File: src/rtl/fifo_pop_stream_pkg.sv
// fifo_pop_stream_pkg
//   Shared constants and types for the FIFO pop-side drain stage.
//   BUF_DEPTH : number of skid buffer entries.
//   BUF_CNT_W : width of the buffer occupancy count (holds 0..BUF_DEPTH).
package fifo_pop_stream_pkg;
  localparam int BUF_DEPTH = 2;
  localparam int BUF_CNT_W = 2;
  typedef logic [BUF_CNT_W-1:0] buf_cnt_t;
endpackage

File: src/rtl/fifo_pop_skid2.sv
// fifo_pop_skid2
//   Two-entry in-order skid buffer. Entry 0 is always the oldest word.
//   Ports:
//     clk, rst     : clock, async active-high reset
//     wr_i         : write wr_data_i this edge (caller guarantees room)
//     wr_data_i    : word to write
//     rd_i         : retire the head word this edge (caller guarantees count_o != 0)
//     flush_i      : discard all entries this edge
//     count_o      : occupancy, 0..2
//     head_o       : oldest entry
import fifo_pop_stream_pkg::*;

module fifo_pop_skid2 #(
  parameter int width = 8
) (
  input  logic             clk,
  input  logic             rst,
  input  logic             wr_i,
  input  logic [width-1:0] wr_data_i,
  input  logic             rd_i,
  input  logic             flush_i,
  output buf_cnt_t         count_o,
  output logic [width-1:0] head_o
);

  buf_cnt_t         count_q, count_d;
  logic [width-1:0] e0_q, e0_d;
  logic [width-1:0] e1_q, e1_d;

  always_comb begin
    count_d = count_q;
    e0_d    = e0_q;
    e1_d    = e1_q;
    if (flush_i) begin
      count_d = '0;
    end else begin
      unique case ({wr_i, rd_i})
        2'b10: begin
          if (count_q == buf_cnt_t'(0)) e0_d = wr_data_i;
          else                          e1_d = wr_data_i;
          count_d = count_q + buf_cnt_t'(1);
        end
        2'b01: begin
          e0_d    = e1_q;
          count_d = count_q - buf_cnt_t'(1);
        end
        2'b11: begin
          // Simultaneous write and retire: occupancy unchanged, the new word
          // lands behind whatever survives the retire.
          if (count_q == buf_cnt_t'(1)) begin
            e0_d = wr_data_i;
          end else begin
            e0_d = e1_q;
            e1_d = wr_data_i;
          end
        end
        default: ;
      endcase
    end
  end

  always_ff @(posedge clk or posedge rst) begin
    if (rst) begin
      count_q <= '0;
      e0_q    <= '0;
      e1_q    <= '0;
    end else begin
      count_q <= count_d;
      e0_q    <= e0_d;
      e1_q    <= e1_d;
    end
  end

  assign count_o = count_q;
  assign head_o  = e0_q;

endmodule

File: src/rtl/fifo_pop_stream.sv
// fifo_pop_stream
//   Pop-side drain for a dual-clock FIFO, running in its pop clock domain.
//   Turns the FIFO pop interface into a valid/ready stream through a
//   2-entry skid buffer, with a sticky error flag and accepted-word counter.
//   Ports:
//     clk, rst    : pop-domain clock, async active-high reset
//     pop_empty   : FIFO empty flag
//     pop_error   : FIFO error flag (latched into err_sticky)
//     fifo_data   : FIFO head word, valid while pop_empty=0
//     pop_req_n   : active-low pop request (combinational)
//     out_valid / out_ready / out_data : downstream stream
//     flush       : drop buffered words, no pop this cycle
//     err_clr     : clear err_sticky (set has priority)
//     err_sticky  : latched FIFO error
//     word_cnt    : accepted words, wraps
import fifo_pop_stream_pkg::*;

module fifo_pop_stream #(
  parameter int width     = 8,
  parameter int cnt_width = 16
) (
  input  logic                 clk,
  input  logic                 rst,
  input  logic                 pop_empty,
  input  logic                 pop_error,
  input  logic [width-1:0]     fifo_data,
  output logic                 pop_req_n,
  output logic                 out_valid,
  input  logic                 out_ready,
  output logic [width-1:0]     out_data,
  input  logic                 flush,
  input  logic                 err_clr,
  output logic                 err_sticky,
  output logic [cnt_width-1:0] word_cnt
);

  buf_cnt_t             count;
  logic                 accept;
  logic                 pop;
  logic                 err_q, err_d;
  logic [cnt_width-1:0] cnt_q, cnt_d;

  // Valid decodes straight from the occupancy register: no path from out_ready.
  assign out_valid = (count != buf_cnt_t'(0));
  assign accept    = out_valid & out_ready;

  // Pop only when there is room now or a slot frees at this edge; rst gates
  // the request so the FIFO is never popped while this stage is in reset.
  assign pop       = ~pop_empty & ~flush & ~rst &
                     ((count < buf_cnt_t'(BUF_DEPTH)) | accept);
  assign pop_req_n = ~pop;

  fifo_pop_skid2 #(.width(width)) u_skid (
    .clk       (clk),
    .rst       (rst),
    .wr_i      (pop),
    .wr_data_i (fifo_data),
    .rd_i      (accept),
    .flush_i   (flush),
    .count_o   (count),
    .head_o    (out_data)
  );

  always_comb begin
    err_d = err_q;
    if (pop_error)    err_d = 1'b1;
    else if (err_clr) err_d = 1'b0;
    cnt_d = cnt_q + {{(cnt_width-1){1'b0}}, accept};
  end

  always_ff @(posedge clk or posedge rst) begin
    if (rst) begin
      err_q <= 1'b0;
      cnt_q <= '0;
    end else begin
      err_q <= err_d;
      cnt_q <= cnt_d;
    end
  end

  assign err_sticky = err_q;
  assign word_cnt   = cnt_q;

endmodule
File: config.mk
export PLATFORM = sky130hd
export DESIGN_NAME = fifo_pop_stream
export DESIGN_NICKNAME = d
export VERILOG_FILES = /design/src/rtl/fifo_pop_stream_pkg.sv /design/src/rtl/fifo_pop_skid2.sv /design/src/rtl/fifo_pop_stream.sv
export SDC_FILE = /design/constraint.sdc
export NUM_CORES = 1
export LEC_CHECK = 0
export ABC_CLOCK_PERIOD_IN_PS = 2750
export CAP_MARGIN = 30
export CORE_MARGIN = 5
export CORE_UTILIZATION = 45
export DETAILED_ROUTE_END_ITERATION = 10
export GPL_TIMING_DRIVEN = 0
export PLACE_DENSITY_LB_ADDON = 0.3
export SETUP_SLACK_MARGIN = 0.4
export SLEW_MARGIN = 30
export SYNTH_ARGS = -nofsm -noshare
export SYNTH_HDL_FRONTEND = slang
export SYNTH_SLANG_ARGS = --single-unit
File: constraint.sdc
create_clock -name clk -period 2.75 [get_ports clk]
set_input_delay 0.275 -clock clk [delete_from_list [all_inputs] [get_ports clk]]
set_output_delay 0.275 -clock clk [all_outputs]
set_load 0.03 [all_outputs]
## Word-level counts from Yosys, hierarchy flattened

Index checks and enable logic that the tools add are counted.

| storage, ports and cells | value |
|---|---|
| register bits after elaboration | 35 |
| input bits | 15 |
| logic and storage cells | 43 |

| operators by class | value |
|---|---|
| add/sub/neg operators | 3 |
| $lt $le $gt $ge | 1 |
| equality and inequality tests | 7 |
| mux-type cells | 10 |
| bitwise operators | 9 |
| reductions and logical operators | 8 |

Operator list:

| cell | count |
|---|---|
| $mux 8 | 4 |
| $pmux 8 s3 | 1 |
| $add 16x1->16 | 1 |
| $pmux 8 s2 | 1 |
| $reduce_bool 2->1 | 3 |
| $reduce_bool 3->1 | 2 |
| $and 1x1->1 | 4 |
| $eq 2x1->1 const B | 2 |
| $eq 2x2->1 const B | 2 |
| $ne 2x2->1 const B | 2 |
| $not 1->1 | 4 |
| $pmux 2 s2 | 1 |
| $reduce_and 4->1 | 1 |
| $reduce_and 3->1 | 1 |
| $add 2x1->2 const B | 1 |
| $logic_not 2->1 | 1 |
| $lt 2x2->1 const B | 1 |
| $mux 1 | 2 |
| $mux 2 | 1 |
| $ne 2x1->1 const B | 1 |
| $sub 2x1->2 const B | 1 |
| $or 1x1->1 | 1 |

## Longest topological paths before layout

Gate-level depths: netlist of the first run.

| logic depth | value |
|---|---|
| depth after elaboration | 7 |
| gate-level depth with buffers | 9 |
| mapped depth without buffers | 9 |

## Hierarchy

A second synthesis of the first run with hierarchy kept.

| second synthesis, totals | value |
|---|---|
| cells, all modules | 129 |
| area total of the unflattened synthesis | 1681.6 um^2 |

By module, submodules not included:

| module | times used | cells an instance | area each (um^2) | seq. area each (um^2) |
|---|---|---|---|---|
| fifo_pop_skid2 | 1 | 63 | 904.6 | 450.4 |
| fifo_pop_stream | 1 | 66 | 777.0 | 425.4 |

## Worst setup path before layout of the first run

Ideal clock, no wire load.

| timing path | value |
|---|---|
| path type | register -> register |
| start point | register u_skid.count_q[1] (netlist: u_skid.count_o[1]) |
| end point | register u_skid.e1_q[0] |
| setup time | 0.125 ns |
| arrival time | 1.913 ns |
| data required time | 2.625 ns |
| slack | 0.712 ns |
| cell stages (with the launch flop) | 8 |
| path buffers | 1 |
| clock period less this slack | 2.038 ns |
| cell sequence | dfrtp_1 inv_1 ha_1 nand2b_1 buf_6 a21bo_4 a211oi_4 mux2_2 |

| between the ends | value |
|---|---|
| longest elaborated chain between the ends | 7 |
| elaborated cells between the ends (all ways) | 14 |

RTL lines:

| what | RTL line | text |
|---|---|---|
| start, declared | fifo_pop_skid2.sv:26 | `buf_cnt_t count_q, count_d;` |
| start signal, assigned | fifo_pop_skid2.sv:68 | `count_q <= count_d;` |
| $reduce_bool 2->1 | fifo_pop_stream.sv:44 | `assign out_valid = (count != buf_cnt_t'(0));` |
| $and 1x1->1 | fifo_pop_stream.sv:45 | `assign accept = out_valid & out_ready;` |
| $or 1x1->1 | fifo_pop_stream.sv:50 | `((count < buf_cnt_t'(BUF_DEPTH)) \| accept);` |
| $and 1x1->1 | fifo_pop_stream.sv:49 | `assign pop = ~pop_empty & ~flush & ~rst &` |
| $eq 2x2->1 | fifo_pop_skid2.sv:37 | `unique case ({wr_i, rd_i})` |
| $ne 2x2->1 (no source line) / $reduce_bool 2->1 (equally long branches) | n/a |  |
| $reduce_and 4->1 (no source line) | n/a |  |
| end signal, assigned | fifo_pop_skid2.sv:66 | `e1_q <= '0;` |
| end signal, assigned | fifo_pop_skid2.sv:70 | `e1_q <= e1_d;` |
| end, declared | fifo_pop_skid2.sv:28 | `logic [width-1:0] e1_q, e1_d;` |

Several ways; a longest one is shown, not always the timed one.
A chain may end at the register's enable or synchronous reset.

## Worst setup path after layout of the first run

| timing path | value |
|---|---|
| start point | register u_skid.count_q[1] (netlist: u_skid.count_o[1]) |
| end point | register u_skid.e1_q[6] |

Same word-level chain as after synthesis.

==> results of run 1 <==
## layout make-up
class	instances	area, µm²	share of cell area, %
inverters	8	30.0	1.42
multi-input cells	87	666	31.5
plain buffers	2	22.5	1.06
flip-flops and latches	35	877	41.5
clock inverters	1	5.00	0.237
clock buffers	7	45.0	2.13
well taps	46	57.6	2.72
repair buffers	42	413	19.5
## critical path: stages, from the launching register on
cell and delay, ps:
dfrtp_2 420, inv_1 70, ha_1 260, nand2b_1 190
buf_6 150, a21bo_4 220, a211oi_4 400, mux2_2 400
## sequential cells by signal (all words and copies together), names as in the netlist
name	cells
u_skid.count_o	2
err_sticky	1
word_cnt	16
u_skid.e1_q	8
u_skid.head_o	8
## metrics by stage
| stage | util (%) | cells | hold WS, ps | setup slack, ps | cell area [µm²] |
|---|---|---|---|---|---|
| after CTS | 62.4 | 227 | 481 | 427 | 2100 |
| after global placement | 61.0 | 219 | 459 | 512 | 2050 |
| final | 62.9 | 228 | 475 | 525 | 2120 |
| after detailed placement | 61.0 | 219 | 464 | 481 | 2050 |
| after floorplan | - | 132 | 338 | 712 | 1580 |
| after global routing | 62.9 | 228 | 490 | 403 | 2120 |
## worst paths after layout
check	cells past startpoint	startpoint	to	slack, ps
worst max-delay path	7	u_skid.count_o[1]$_DFFE_PP0P_	u_skid.e1_q[6]$_DFFE_PP0P_	520
worst min register to register	1	word_cnt[15]$_DFF_PP0_	word_cnt[15]$_DFF_PP0_	480
worst max register to register	7	u_skid.count_o[1]$_DFFE_PP0P_	u_skid.e1_q[6]$_DFFE_PP0P_	520
min in group asynchronous	2	rst	u_skid.e1_q[5]$_DFFE_PP0P_	490
max in group asynchronous	2	rst	u_skid.count_o[1]$_DFFE_PP0P_	1760
worst min-delay path	1	word_cnt[15]$_DFF_PP0_	word_cnt[15]$_DFF_PP0_	480
## cells by family (layout without fill, tap and decap cells)
group / after synthesis / after routing / share of synthesized area (%)
AND/OR/NAND/NOR: 36 / 36 / 11.6
flip-flops: 35 / 35 / 55.3
multiplexers: 17 / 17 / 11.4
XOR/XNOR: 16 / 16 / 8.85
AO/OA/AOI/OAI: 15 / 15 / 7.12
buffers and inverters: 10 / 60 / 3.32
adder cells (fa/ha/maj): 3 / 3 / 2.37
## Yosys cell counts
library cell  number
and3_1             3
or4b_1             1
nand3_1            7
xor2_1             4
nor3_2             1
inv_1              8
dfrtp_1           35
xnor2_1           12
buf_6              2
nor3_1             1
nand4_1            2
nand2b_1           1
or3_1              2
mux2_2             8
mux2i_1            9
ha_1               3
nand2_1            3
a21bo_4            1
a211oi_4           1
a21o_1             1
nor2_1            13
o21ai_0            1
nand3b_1           1
a21oi_2            2
nor4_1             1
a31oi_1            1
a21oi_1            8
## metal layers
layer	up-vias	wire length, µm	track usage (%)
met2	28	1590	24.7
met4	0	48	5.64
met3	7	162	4.64
met5	-	0	0
met1	532	1460	17.9
li1	554	-	-
## timing repair
| item | 4_1_cts | 5_1_grt |
|---|---|---|
| endpoints found under the setup margin | 1 | 15 |
| resized for setup | 1 | 5 |
| setup buffers | 0 | 1 |
| endpoints found under the hold margin | 0 | 0 |
| pin swaps | 0 | 1 |
## power breakdown
part	total, mW	internal [mW]	switching [mW]	leakage (nW)
Sequential	0.789	0.674	0.114	0.427
Clock	0.260	0.0996	0.161	0.0293
Combinational	0.792	0.363	0.429	0.452
Total	1.84	1.14	0.704	0.909
==> impl_results.md, run 1 <==
- Layout Nets: 199
- Share of post-route cells with drive strength above 1: 14.8%
- Post-synth cell types: 27
- Synth top area cells: dfrtp_1 55%, xnor2_1 6.6%, mux2i_1 5.7%
- Cells after synthesis: 132
- Total core area: 0.00336 mm²
- DP HPWL: 2400 µm
- Clock Path Buffers: 2
- Clock root cell: clkbuf_4
- Sink Count: 35
- CP max FO: 8
- Startpoint Class: flip-flop
- Syn_area_per_cell: 12.0 µm²
- Number of port buffers: 41
- FF+latch count, synth: 35
- Worst skew pair latency: 330 ps
- # IOs: 42
- Wirelength, routed: 3260 µm
- Slew at the pin with the worst max-slew slack: 720 ps
- Crit. End Element: flip-flop
- DRC viols: 0
- Unrepaired setup endpoints after global routing: false
- Vias in the first global route: 1232
- Mapped cell area: 0.00158 mm²
- Worst-path clk slew: 100 ps
- GRT Residual Overflow: 0
- FP Rows: 21
- Slew margin rel.: around half
- Wire per inst: about 14 µm
- CTS Buf Count: 5
- Setup TNS: 0 ps
- Synth Net Count: 150
- DRT Pass-1 Iters: 4
- Req. time, crit path: just under 3000 ps
- Synth-to-layout area growth: 33.7%
- Peak Freq: roughly 0.45 GHz
- Initial antenna violation count: 0
- Leakage: 0.909 nW
- Worst min path class: reg2reg
- Status: complete, no violations
- Setup-failing EPs final: 0
- Die H: 69.3 µm
- Hold Buf Count CTS: 0
- Most frequent cells in the layout: 40 x clkdlybuf4s50_1, 34 x dfrtp_1, 13 x nor2_1
- Detailed-route via count: 1121
- Overall routing resource usage: 14.8%
- Inserted Diodes: 0
- Gpl congestion: around 0.80
- Slew Limit Fails: 0
- Starting Density: 47.1%
- Avg Vias per Cell: 4.92
- Routed Antenna Nets: 0
- Worst Path Arrival: 2450 ps
- Crit path time final: around 2200 ps
- WS Path Type: reg2reg
- Filler cell count in the final layout: 299
- 1st-iter DRT viols: 52
- Sequential fraction of the synthesis area: 55.3%
- Die Wd: roughly 70 µm
- Most common cell after layout, fill and taps aside: clkdlybuf4s50_1
- Synth warn: 0
- First-pass GRT wire length: 5730 µm
- Synth area leader: dfrtp_1
- Layout Skew: 8.86 ps
- Pwr dens: 870 mW/mm²
- Final Hold Viols: 0
- Synth top area share: 55.3%
- Clock tree from TritonCTS: yes
- Max Cap Viol: 0
- Pin count of the biggest net entering global routing: 36
- Final period util: 80.9%
- Final Power: 1.84 mW
- H-tree levels: 2
- VDD IR max: 0.493 mV
- Full die area: 0.00480 mm²
(Power assumes the default switching activity.)
==> run 2, diff against run 1 <==
Settings changed: ABC_CLOCK_PERIOD_IN_PS 2750 to 2300.
Clock period 2.75 ns to 2.3 ns, I/O delays scaled along.
==> run 2 against run 1 <==
Against the previous run:
- design area rose by 8.1%
- register-to-register slack got worse by 120 ps
- critical path depth rose by 1
- sequential share of layout area fell by 3.2 points
- highest routed layer unchanged
- clock-buffer cell count did not move
- critical path type unchanged
- non-clock buffer count rose by 13
- flip-flop and latch count did not move
- critical endpoint is now u_skid.e1_q[2]$_DFFE_PP0P_
- largest cell class unchanged
==> impl_results.md, run 2 (synthesized netlist as in run 1, its figures left out) <==
- Worst Path Arrival: 2110 ps (was 2450 ps)
- CP max-delay cell: dfrtp_1 (was dfrtp_2)
- Worst path depth: 8 (was 7)
- Routed Antenna Nets: 0 (unchanged)
- Post-layout util: 68.0% (was 62.9%)
- Wire per inst: 14.8 µm (was 14.3 µm)
- Unrepaired setup endpoints after global routing: true (was false)
- Number of port buffers: 41 (unchanged)
- Inserted Diodes: 0 (unchanged)
- Worst skew pair latency: 330 ps (about the same)
- Worst min path class: in2async (was reg2reg)
- Crit path time final: 1890 ps (was 2230 ps)
- Peak Freq: 0.529 GHz (was 0.449 GHz)
- Crit. End Element: flip-flop (unchanged)
- Buf/Inv on CP: 3 (was 2)
- Leakage: 1.00 nW (was 0.909 nW)
- Worst r2r path cells: 8 (was 7)
- R2R setup slack: 410 ps (was 520 ps)
- Clock Path Buffers: 2 (unchanged)
- Reg power frac: 39.8% (was 42.8%)
- WS Path Type: reg2reg (unchanged)
- Full die area: 0.00480 mm² (unchanged)
- # IOs: 42 (unchanged)
- Internal power: 1.48 mW (was 1.14 mW)
- Wirelength, routed: 3560 µm (was 3260 µm)
- Starting Density: 47.1% (unchanged)
- VDD IR max: 0.555 mV (was 0.493 mV)
- Final Hold Viols: 0 (unchanged)
- R2R Path End: u_skid.e1_q[2]$_DFFE_PP0P_ (was u_skid.e1_q[6]$_DFFE_PP0P_)
- Share of post-route cells with drive strength above 1: 23.1% (was 14.8%)
- CP Cell Sequence: inv_2 -> ha_4 -> nand2b_4 -> buf_6 -> a21bo_4 -> a211oi_4 -> buf_12 -> mux2_2 (was inv_1 -> ha_1 -> nand2b_1 -> buf_6 -> a21bo_4 -> a211oi_4 -> mux2_2)
- First-pass GRT wire length: 5970 µm (was 5730 µm)
- Logic pwr share: 47.1% (was 43.0%)
- Sink Count: 35 (unchanged)
- Hold Buf Count CTS: 0 (unchanged)
- Die H: 69.3 µm (unchanged)
- Startpoint Class: flip-flop (unchanged)
- Detailed-route via count: 1209 (was 1121)
- Overall routing resource usage: 15.3% (was 14.8%)
- Final period util: 82.2% (was 80.9%)
- M2 GR Usage: 26.0% (was 24.7%)
- Synth-to-layout area growth: 44.5% (was 33.7%)
- Pwr dens: 1040 mW/mm² (was 870 mW/mm²)
- Pin count of the biggest net entering global routing: 36 (unchanged)
- DRT Pass-1 Iters: 4 (unchanged)
- Max Cap Viol: 0 (unchanged)
- Total core area: 0.00336 mm² (unchanged)
- Gpl congestion: 0.816 (was 0.799)
- Most frequent cells in the layout: 39 x clkdlybuf4s50_1, 35 x dfrtp_1, 13 x nor2_1, 13 x buf_4, 12 x xnor2_1 (was 40 x clkdlybuf4s50_1, 34 x dfrtp_1, 13 x nor2_1)
- FP Rows: 21 (unchanged)
- Clock share of power: 13.1% (was 14.1%)
- Most common cell after layout, fill and taps aside: clkdlybuf4s50_1 (unchanged)
- Vias in the first global route: 1272 (was 1232)
- Met1 usage: 17.6% (was 17.9%)
- Setup-failing EPs final: 0 (unchanged)
- Worst path top cell family by delay: compound AO/OA/AOI/OAI gates (unchanged)
- Layout Skew: 2.07 ps (was 8.86 ps)
- Max FFs per register: 16 (unchanged)
- H-tree levels: 2 (unchanged)
- Slowest stage delay, CP: 380 ps (was 420 ps)
- Req. time, crit path: 2520 ps (was 2970 ps)
- Initial antenna violation count: 0 (unchanged)
- DP HPWL: 2420 µm (was 2400 µm)
- Die Wd: 69.3 µm (unchanged)
- M3 GR Usage: 6.23% (was 4.64%)
- Net Sw Frac: 37.7% (was 38.2%)
- 1st-iter DRT viols: 28 (was 52)
- Slew margin rel.: 52.8% (was 51.9%)
- Net Sw Power: 893 µW (was 704 µW)
- CTS Buf Count: 5 (unchanged)
- Slew at the pin with the worst max-slew slack: 706 ps (was 720 ps)
- Setup TNS: 0 ps (unchanged)
- WHS: 454 ps (was 475 ps)
- Avg Vias per Cell: 5.02 (was 4.92)
- Worst-path clk slew: 100 ps (about the same)
- Layout Nets: 212 (was 199)
- Status: complete, no violations (unchanged)
- FF-to-FF Start: u_skid.count_o[1]$_DFFE_PP0P_ (unchanged)
- Slew Limit Fails: 0 (unchanged)
- Clock root cell: clkbuf_4 (unchanged)
- Clock tree from TritonCTS: yes (unchanged)
- Gr busiest metal: met2 (unchanged)
- GRT Residual Overflow: 0 (unchanged)
- DRC viols: 0 (unchanged)
- CP max FO: 8 (unchanged)
==> run 2: cell count changes in the layout (fill, tap and decap cells not counted), moves of 2 or more <==
cell    previous run  this run
buf_4              1        13
ha_1               3         1
ha_4               0         2
inv_1              7         4
inv_2              1         4
mux2_2             8         5
mux2_4             0         3
==> run 2: worst max path at each step <==
stage | start | end
6_report | u_skid.count_o[1]$_DFFE_PP0P_ | u_skid.e1_q[2]$_DFFE_PP0P_
5_1_grt | u_skid.count_o[1]$_DFFE_PP0P_ | u_skid.e1_q[2]$_DFFE_PP0P_
4_1_cts | u_skid.count_o[1]$_DFFE_PP0P_ | u_skid.e1_q[6]$_DFFE_PP0P_
3_5_place_dp | out_ready | word_cnt[15]$_DFF_PP0_
3_3_place_gp | out_ready | u_skid.e1_q[7]$_DFFE_PP0P_
2_1_floorplan | u_skid.count_o[1]$_DFFE_PP0P_ | u_skid.e1_q[0]$_DFFE_PP0P_
==> run 2: timing repair <==
item / 4_1_cts / 5_1_grt
setup endpoints to repair: 25 / 25
pin swaps: 5 / 7
buffers inserted: 9 / 5
gates resized for setup: 8 / 8
==> run 2: layer usage <==
metal	vias to the layer above	part of all wire (%)
li1	575	-
met1	595	42
met2	33	51
met3	6	5.2
met4	0	1.6
met5	-	0
==> run 2: through the flow <==
step	cell area [µm²]	power, mW	instances	setup WS (ps)
after floorplan	1610	1.57	132	339
after global placement	2070	1.91	219	98.8
after detailed placement	2070	1.95	219	47.4
after CTS	2210	2.32	236	376
after global routing	2290	2.52	241	345
final	2290	2.37	241	409
==> run 2: final cells by class <==
type / count / area, µm²
Sequential cell: 35 / 876
Timing Repair Buffer: 55 / 526
Clock buffer: 7 / 45.0
Inverter: 8 / 30.0
Multi-Input combinational cell: 87 / 726
Buffer: 2 / 22.5
Fill cell: 287 / 1080
Tap cell: 46 / 57.6
Clock inverter: 1 / 5.00
==> run 2: worst reg2reg max path, cell delays in order (launching register included) <==
cell and delay [ps]:
dfrtp_1 380, inv_2 60, ha_4 170, nand2b_4 130, buf_6 130, a21bo_4 220, a211oi_4 190, buf_12 170
mux2_2 330
==> run 2: power groups by stage <==
| stage | sequential (mW) | clock, mW | combinational [mW] |
|---|---|---|---|
| 5_1_grt | 0.970 | 0.356 | 1.19 |
| 3_5_place_dp | 0.954 | 0 | 0.992 |
| 6_report | 0.943 | 0.311 | 1.12 |
| 4_1_cts | 0.935 | 0.327 | 1.06 |
| 3_3_place_gp | 0.939 | 0 | 0.967 |
| 2_1_floorplan | 1.15 | 0 | 0.420 |
